[src/rtl/issue_pkg.sv]
// Shared opcode constants, the issued-instruction bundle and the destination-latency rules.
// Latency and backpressure: not applicable, declarations only.
package issue_pkg;

    localparam int REG_W = 5;

    localparam logic [5:0] OP_BEQ = 6'b000100;
    localparam logic [5:0] OP_BNE = 6'b000101;
    localparam logic [5:0] OP_SW  = 6'b101011;
    localparam logic [5:0] OP_J   = 6'b000010;
    localparam logic [5:0] OP_LW  = 6'b100011;
    localparam logic [5:0] OP_FPU = 6'b010001;

    typedef struct packed {
        logic [31:0]      instr;
        logic [5:0]       opecode;
        logic [REG_W-1:0] rd;
        logic [REG_W-1:0] rs;
        logic [REG_W-1:0] rt;
    } instr_t;

    function automatic logic writes_rd(input logic [5:0] opecode);
        return !(opecode inside {OP_BEQ, OP_BNE, OP_SW, OP_J});
    endfunction

    // ALU results are forwarded, so only long-latency producers need bubbles.
    function automatic int unsigned dest_lat(input logic [5:0] opecode,
                                             input int unsigned load_lat,
                                             input int unsigned fpu_lat);
        case (opecode)
            OP_LW:   return load_lat;
            OP_FPU:  return fpu_lat;
            default: return 0;
        endcase
    endfunction

endpackage

[src/rtl/issue_scoreboard.sv]
// Per-register bubble counters with three combinational hazard lookups.
// Lookup is same-cycle; counters freeze while adv is low (execute backpressure).
module issue_scoreboard
    import issue_pkg::*;
#(
    parameter int CNT_W = 3
) (
    input  logic             clk,
    input  logic             rstn,
    input  logic             adv,
    input  logic             set_en,
    input  logic [REG_W-1:0] set_idx,
    input  logic [CNT_W-1:0] set_val,
    input  logic [REG_W-1:0] rs_idx,
    input  logic [REG_W-1:0] rt_idx,
    input  logic [REG_W-1:0] rd_idx,
    input  logic             rd_chk,
    output logic             hit
);

    logic [CNT_W-1:0] cnt_q [32];
    logic [CNT_W-1:0] cnt_d [32];

    always_comb begin
        for (int i = 0; i < 32; i++) begin
            cnt_d[i] = cnt_q[i];
            if (adv && cnt_q[i] != '0) begin
                cnt_d[i] = cnt_q[i] - CNT_W'(1);
            end
        end
        // A fresh load overrides the decrement of the same register; r0 is never tracked.
        if (set_en && set_idx != '0) begin
            cnt_d[set_idx] = set_val;
        end
    end

    always_ff @(posedge clk or negedge rstn) begin
        if (!rstn) begin
            for (int i = 0; i < 32; i++) begin
                cnt_q[i] <= '0;
            end
        end else begin
            for (int i = 0; i < 32; i++) begin
                cnt_q[i] <= cnt_d[i];
            end
        end
    end

    always_comb begin
        hit = 1'b0;
        if (rs_idx != '0 && cnt_q[rs_idx] != '0) hit = 1'b1;
        if (rt_idx != '0 && cnt_q[rt_idx] != '0) hit = 1'b1;
        if (rd_chk && rd_idx != '0 && cnt_q[rd_idx] != '0) hit = 1'b1;
    end

endmodule

[src/rtl/issue_scheduler.sv]
// Issue stage: hazard interlock against the scoreboard, one-entry issue register, flush, stall counter.
// Issue latency 1 cycle; holds while iss_ready is low, in_ready drops on hazard, flush or a full stalled register.
module issue_scheduler
    import issue_pkg::*;
#(
    parameter int LOAD_LAT = 2,
    parameter int FPU_LAT  = 3,
    parameter int CNT_W    = 3
) (
    input  logic             clk,
    input  logic             rstn,
    input  logic             flush,
    input  logic             in_valid,
    output logic             in_ready,
    input  logic [31:0]      in_instr,
    input  logic [5:0]       in_opecode,
    input  logic [REG_W-1:0] in_rd,
    input  logic [REG_W-1:0] in_rs,
    input  logic [REG_W-1:0] in_rt,
    output logic             iss_valid,
    input  logic             iss_ready,
    output logic [31:0]      iss_instr,
    output logic [5:0]       iss_opecode,
    output logic [REG_W-1:0] iss_rd,
    output logic [REG_W-1:0] iss_rs,
    output logic [REG_W-1:0] iss_rt,
    output logic [31:0]      stall_cnt
);

    logic             iss_vld_q, iss_vld_d;
    instr_t           iss_q, iss_d;
    logic [31:0]      stall_cnt_q, stall_cnt_d;
    logic             in_wr;
    logic [CNT_W-1:0] in_lat;
    logic             sb_hit;
    logic             hazard;
    logic             adv;
    logic             accept;

    assign in_wr  = writes_rd(in_opecode);
    assign in_lat = CNT_W'(dest_lat(in_opecode, LOAD_LAT, FPU_LAT));
    assign hazard = in_valid && sb_hit;
    assign adv    = !iss_vld_q || iss_ready;
    assign in_ready = rstn && !hazard && !flush && adv;
    assign accept = in_valid && in_ready;

    issue_scoreboard #(
        .CNT_W (CNT_W)
    ) u_sb (
        .clk     (clk),
        .rstn    (rstn),
        .adv     (adv),
        .set_en  (accept && in_wr && in_lat != '0),
        .set_idx (in_rd),
        .set_val (in_lat),
        .rs_idx  (in_rs),
        .rt_idx  (in_rt),
        .rd_idx  (in_rd),
        .rd_chk  (in_wr),
        .hit     (sb_hit)
    );

    always_comb begin
        iss_vld_d   = iss_vld_q;
        iss_d       = iss_q;
        stall_cnt_d = stall_cnt_q;
        // Flush outranks both a new accept and a stalled hold.
        if (flush) begin
            iss_vld_d = 1'b0;
        end else if (accept) begin
            iss_vld_d = 1'b1;
            iss_d     = '{instr: in_instr, opecode: in_opecode, rd: in_rd, rs: in_rs, rt: in_rt};
        end else if (iss_ready) begin
            iss_vld_d = 1'b0;
        end
        if (hazard && stall_cnt_q != '1) begin
            stall_cnt_d = stall_cnt_q + 32'd1;
        end
    end

    always_ff @(posedge clk or negedge rstn) begin
        if (!rstn) begin
            iss_vld_q   <= 1'b0;
            iss_q       <= '0;
            stall_cnt_q <= '0;
        end else begin
            iss_vld_q   <= iss_vld_d;
            iss_q       <= iss_d;
            stall_cnt_q <= stall_cnt_d;
        end
    end

    assign iss_valid   = iss_vld_q;
    assign iss_instr   = iss_q.instr;
    assign iss_opecode = iss_q.opecode;
    assign iss_rd      = iss_q.rd;
    assign iss_rs      = iss_q.rs;
    assign iss_rt      = iss_q.rt;
    assign stall_cnt   = stall_cnt_q;

endmodule

[config.mk]
export PLATFORM = sky130hd
export DESIGN_NAME = issue_scheduler
export DESIGN_NICKNAME = d
export VERILOG_FILES = /design/src/rtl/issue_pkg.sv /design/src/rtl/issue_scoreboard.sv /design/src/rtl/issue_scheduler.sv
export SDC_FILE = /design/constraint.sdc
export NUM_CORES = 1
export LEC_CHECK = 0
export ABC_AREA = 1
export BUFFER_PORTS_ARGS = -buffer_cell sky130_fd_sc_hd__buf_2
export CAP_MARGIN = 20
export CORE_ASPECT_RATIO = 0.5
export CORE_MARGIN = 2
export CORE_UTILIZATION = 45
export DETAILED_ROUTE_END_ITERATION = 12
export SETUP_SLACK_MARGIN = 0.02
export SYNTH_ARGS = -nofsm -noshare
export SYNTH_HDL_FRONTEND = slang
export SYNTH_SLANG_ARGS = --single-unit
[constraint.sdc]
create_clock -name clk -period 6.3 [get_ports clk]
set_clock_uncertainty 0.05 [all_clocks]
set_input_delay 1.575 -clock clk [delete_from_list [all_inputs] [get_ports clk]]
set_output_delay 1.575 -clock clk [all_outputs]
set_load 0.02 [all_outputs]
==> impl_metrics.json, run 1 <==
{
  "syn_avg_cell_area_um2": 7.17,
  "p_leak_uw": 0.00701,
  "setup.worst_path.start_class": "input pin",
  "setup_viol": 0,
  "peakVddDrop_mv": 0.183,
  "critical-path-max-stage-delay_ps": 580,
  "drt-total-wl_um": 32500,
  "numCtsBuffers": 17,
  "insertion_delay_ps": 460,
  "rsz0062_at_grt": "no",
  "dp_cells": 2009,
  "final_common_cell": "nand2_1",
  "most-common-layout-cells": "442 x nand2_1, 182 x dfrtp_1, 181 x inv_1, 169 x nor2_1, 143 x buf_2",
  "die_y_um": 116,
  "post_cts.repair.setup_buffers": 0,
  "synthArstFlopShare_pct": 100,
  "period_needed_ps": 5450,
  "synth_area_leaders": "dfrtp_1 40%, nand2_1 15%, ha_1 7.1%",
  "die_w_um": 229,
  "cp.arrival_ps": 3820,
  "grt-ovfl-total": 0,
  "stdcell_count": 2041,
  "outcome": "finished, final reports clean",
  "place_congestion": 0.935,
  "initial_core_util_pct": 45.5,
  "portBuffers": 144,
  "synth_compound_area_share_pct": 8.69,
  "synth_top_family_by_area": "simple AND/OR/NAND/NOR gates",
  "drv_cap": 0,
  "io_pins": 145,
  "synthSimpleGateAreaFrac_pct": 30.2,
  "ys_warn_count": 0,
  "hold_viol": 0,
  "synth_top_area_cell": "dfrtp_1",
  "timing_worst_setup_path_type": "in2out",
  "ys_seq_area_share_pct": 40.0,
  "crit_required_ps": 4680,
  "critPathSlowestCell": "nor2_1",
  "clk_pin_slew_ps": 80,
  "via_per_inst": 5.14,
  "synthCells": 1587,
  "hp-class": "reg2reg",
  "drive_above_1_share_pct": 13.6,
  "cts_tree": "built",
  "antenna_found_initial": 1,
  "startpoint": "in_rd[1]",
  "synth_top_area_share_pct": 40.0,
  "syn-cell-area_um2": 11400,
  "clock.fmax_mhz": 184,
  "areaGrowthSynthToFinish_pct": 13.0,
  "syn_nets": 1710,
  "htreeDepth": 4,
  "slew_violations": 0,
  "crit_fanout": 9,
  "postCtsHoldBufs": 0,
  "core_area_um2": 25000,
  "synth_edf_count": 0,
  "ys.flop_type": "dfrtp_1",
  "drtAntennaViolNets": 0,
  "critPathCapture": "in_ready",
  "drt_first_pass_iters": 9,
  "r2r_start": "stall_cnt[0]$_DFFE_PN0P_",
  "root_buffer": "clkbuf_16",
  "diodes": 0,
  "cts_resized": 0,
  "clkSinkCount": 182,
  "core.rowCount": 41,
  "reg2reg_setup_slack_ps": 2500,
  "finalSetupTns_ps": 0,
  "end_kind": "primary output",
  "grt_pass1_wl_um": 52100,
  "slew_headroom_pct": 35.8,
  "drc": 0,
  "ys_ff_latch": 182,
  "drtIter0Drc": 851,
  "vias": 10493,
  "reg2reg_depth": 12,
  "cts_buffer_depth": 2,
  "hpwl_um": 23600,
  "synth-xor-area-share_pct": 4.77,
  "synth_fa_ha_area_share_pct": 7.14,
  "wl_per_cell_um": 15.9,
  "power.density_nw_per_um2": 454,
  "synthMuxAreaShare_pct": 0,
  "r2r_end": "stall_cnt[2]$_DFFE_PN0P_",
  "grt_usage_pct": 25.1,
  "die_area_um2": 26700,
  "synth.distinct_cells": 31,
  "grt_max_degree": 108,
  "worstPathCellList": "buf_2 -> nor2_1 -> inv_1 -> nor2_1 -> a21oi_1 -> nand2_1 -> and2_1 -> o21a_1 -> buf_2",
  "grt_pass1_vias": 9937,
  "min_period_over_period_pct": 86.5,
  "nNetsFinal": 1807,
  "tightest_slew_ps": 962
}
routing by layer:
| layer | up-vias | GRT usage [%] | routed length [um] |
|---|---|---|---|
| met5 | - | 0 | 11 |
| met4 | 2 | 9.65 | 710 |
| met3 | 50 | 4.96 | 1800 |
| met2 | 314 | 40.5 | 14500 |
| met1 | 4906 | 33.7 | 15500 |
| li1 | 5221 | - | - |
stage by stage:
step	hold WS (ps)	worst slack (ps)	instance area, um^2	power [uW]	utilization, %
final	434	853	12900	5840	51.4
after global routing	457	765	12900	6420	51.4
after CTS	438	875	12900	5880	51.4
after detailed placement	419	880	12300	4770	49.1
after global placement	410	852	12300	4630	49.1
after floorplan	407	1690	11400	4040	-
synthesized netlist by cell type (4+ instances only):
cell        n
nand2_1   442
dfrtp_1   182
inv_1     181
nor2_1    170
nand3_1   126
a21oi_1   101
ha_1       65
xor2_1     56
o21ai_0    52
o21ai_1    38
buf_1      31
or2_2      31
nor3_1     23
clkbuf_1   19
buf_2      15
nand4_1    11
nor4_1      8
inv_2       7
xnor2_1     6
buf_6       5
nor2_2      4
registers in the layout (all words and copies together) (netlist names):
| signal | count |
|---|---|
| iss_instr | 32 |
| iss_opecode | 6 |
| iss_rd | 5 |
| iss_rs | 5 |
| iss_rt | 5 |
| iss_valid | 1 |
| stall_cnt | 32 |
| u_sb.cnt_q | 96 |
area by class of cell:
cell class,instances,area (um^2)
flip-flops and latches,182,4550
inverters,188,706
clock inverters,13,126
fillers,2466,12200
clock buffers,19,453
repair buffers,151,792
multi-input cells,1144,5800
well taps,344,430
worst max-delay path, delay by kind of cell:
kind | cells | cell delay (ps)
AO/OA/AOI/OAI | 2 | 250
AND/OR/NAND/NOR | 4 | 1290
buffers and inverters | 3 | 710
cells by family (layout without fill, tap and decap cells):
logic type	after synthesis	count (layout)
DFF	182	182
buffers and inverters	261	371
and+or+nand+nor	821	821
AOI/OAI and AO/OA	196	196
xor gates and xnor gates	62	62
adders and majority gates	65	65
worst min path at each step:
stage | slack, ps | cells after the start | from | to
global placement | 410 | 2 | iss_opecode[4]$_DFFE_PN0P_ | iss_opecode[4]$_DFFE_PN0P_
CTS | 440 | 2 | iss_opecode[4]$_DFFE_PN0P_ | iss_opecode[4]$_DFFE_PN0P_
global route | 460 | 2 | iss_instr[14]$_DFFE_PN0P_ | iss_instr[14]$_DFFE_PN0P_
detailed placement | 420 | 2 | iss_opecode[4]$_DFFE_PN0P_ | iss_opecode[4]$_DFFE_PN0P_
finish | 430 | 2 | iss_opecode[4]$_DFFE_PN0P_ | iss_opecode[4]$_DFFE_PN0P_
floorplan | 410 | 2 | u_sb.cnt_q[70]$_DFF_PN0_ | u_sb.cnt_q[70]$_DFF_PN0_
where the power goes:
part / total, uW / internal [uW] / switching, uW
clock: 1080 / 546 / 538
combinational: 2770 / 1060 / 1710
sequential: 1980 / 1680 / 302
No activity file was read; power rests on OpenSTA's default activity.
==> inputs of run 2 (changes only) <==
--- a/config.mk
+++ b/config.mk
@@ -12,6 +12,8 @@
 export CORE_MARGIN = 2
 export CORE_UTILIZATION = 45
 export DETAILED_ROUTE_END_ITERATION = 12
+export MAX_ROUTING_LAYER = met4
+export PLACE_DENSITY_LB_ADDON = 0.2
 export SETUP_SLACK_MARGIN = 0.02
 export SYNTH_ARGS = -nofsm -noshare
 export SYNTH_HDL_FRONTEND = slang
==> run 2 against run 1 <==
Global-route usage increased by 0.73 points. Cell area increased by 0.40%. Core utilization is 0.20 points higher. Non-clock buffer count unchanged. Cell count about the same. Power rose by 1.5%. Sequential share of layout area is 0.14 points lower. Via count increased by 0.78%. Hold slack got worse by 2.4 ps. Die area unchanged. Critical endpoint unchanged.
==> impl_metrics.json, run 2 (synthesized netlist as in run 1, its figures left out) <==
{
  "final_common_cell": "nand2_1",
  "vias": 10575,
  "clk_pin_slew_ps": 70,
  "pwr-share-seq_pct": 33.5,
  "place_congestion": 0.933,
  "slew_violations": 0,
  "nNetsFinal": 1807,
  "die_area_um2": 26700,
  "end_kind": "primary output",
  "drt-total-wl_um": 32400,
  "grt_pass1_vias": 9908,
  "setup.worst_path.start_class": "input pin",
  "grt-ovfl-total": 0,
  "r2r_end": "stall_cnt[15]$_DFFE_PN0P_",
  "power.density_nw_per_um2": 459,
  "core_area_um2": 25000,
  "tightest_slew_ps": 943,
  "areaGrowthSynthToFinish_pct": 13.4,
  "grt_pass1_wl_um": 51800,
  "io_pins": 145,
  "min_period_over_period_pct": 84.2,
  "hold-path-endpoint": "iss_instr[1]$_DFFE_PN0P_",
  "reg2reg_setup_slack_ps": 2620,
  "drc": 0,
  "hpwl_um": 23700,
  "r2r_start": "stall_cnt[0]$_DFFE_PN0P_",
  "drv_cap": 0,
  "outcome": "finished, final reports clean",
  "finalPower_uw": 5930,
  "timing_worst_setup_path_type": "in2out",
  "die_y_um": 116,
  "via_per_inst": 5.18,
  "finalSetupTns_ps": 0,
  "initial_core_util_pct": 45.5,
  "cp.arrival_ps": 3680,
  "postCtsHoldBufs": 0,
  "die_w_um": 229,
  "antenna_found_initial": 1,
  "core.rowCount": 41,
  "pwr-share-comb_pct": 47.2,
  "postPlaceCellArea_um2": 12300,
  "p_sw_share_pct": 43.4,
  "numCtsBuffers": 17,
  "insertion_delay_ps": 460,
  "cts_buffer_depth": 2,
  "stdcell_count": 2042,
  "portBuffers": 144,
  "dp_cells": 2009,
  "grt_max_degree": 108,
  "slew_headroom_pct": 37.1,
  "setup_viol": 0,
  "regMostFlops": "u_sb.cnt_q",
  "p_leak_uw": 0.00703,
  "most-common-layout-cells": "442 x nand2_1, 182 x dfrtp_1, 181 x inv_1, 169 x nor2_1, 143 x buf_2",
  "design_area_um2": 12900,
  "grt_usage_pct": 25.8,
  "drt_first_pass_iters": 5,
  "clkSinkCount": 182,
  "wl_per_cell_um": 15.9,
  "hold_viol": 0,
  "crit_fanout": 16,
  "clock.fmax_mhz": 188,
  "crit_required_ps": 4680,
  "cts_tree": "built",
  "htreeDepth": 4,
  "pwr-share-clk_pct": 19.3,
  "drtAntennaViolNets": 0,
  "post_cts.repair.setup_buffers": 0,
  "min_from": "iss_instr[1]$_DFFE_PN0P_",
  "fill_cells": 2435,
  "worstHoldPathCells": 2,
  "cts_resized": 0,
  "hp-class": "reg2reg",
  "drtIter0Drc": 988,
  "p_int_uw": 3360,
  "p_switching_uw": 2570,
  "largest_reg_flops": 96,
  "reg2reg_depth": 13,
  "peakVddDrop_mv": 0.197,
  "rsz0062_at_grt": "no",
  "root_buffer": "clkbuf_16",
  "drive_above_1_share_pct": 13.5,
  "fin_util_pct": 51.6,
  "period_needed_ps": 5310
}
run 2: cell types whose count changed in the layout (fill, tap and decap cells not counted):
cell and change:
clkinv_4 +1, diode_2 +1, bufinv_16 +2, inv_8 -2, inv_6 -2, buf_6 -1, clkinv_8 +2, clkbuf_1 +1
clkinv_2 -1
run 2: metal layers:
metal | track usage [%] | up-vias | wire, um
met5 | - | - | 0
met4 | 7.88 | 0 | 569
met3 | 4.98 | 34 | 1880
met2 | 41.7 | 318 | 14900
met1 | 33.2 | 5009 | 15100
li1 | - | 5214 | -
run 2: critical path, cell delays in order:
cell     delay [ps]
buf_2           320
inv_2           190
nand2_1         300
inv_2            40
nand2_1          60
nand3_1          60
nor2_1           80
nand2_1          50
nand2_1          70
nand2_1          50
nand3_1          70
nand2_1          80
nor2_2          200
and2_1          230
o21a_1          130
buf_2           160
run 2: area by class of cell:
cell class              count  area [um^2]  area share (%)
multi-input cells        1144         5800            44.9
flip-flops and latches    182         4550            35.3
repair buffers            151          795            6.15
inverters                 188          706            5.47
clock buffers              19          443            3.43
well taps                 344          430            3.33
clock inverters            13          183            1.41
diodes                      1         2.50          0.0194
run 2: power groups by stage:
stage	Sequential [uW]	Clock, uW	Combinational (uW)
after floorplan	2120	0	1910
after global placement	1980	0	2630
after detailed placement	2000	0	2780
after CTS	1980	1170	2810
after global routing	2040	1220	3220
final	1980	1140	2800
run 2: worst max-delay path by stage:
stage                         from  endpoint
final                     in_rs[1]  in_ready
after global routing      in_rs[1]  in_ready
after CTS                 in_rs[1]  in_ready
after detailed placement  in_rs[1]  in_ready
after global placement    in_rs[1]  in_ready
after floorplan           in_rt[0]  in_ready
run 2: per-stage QoR:
stage / setup slack, ps / hold slack (ps)
after floorplan: 1690 / 407
after global placement: 1070 / 414
after detailed placement: 1020 / 419
after CTS: 1020 / 438
after global routing: 759 / 465
final: 994 / 432
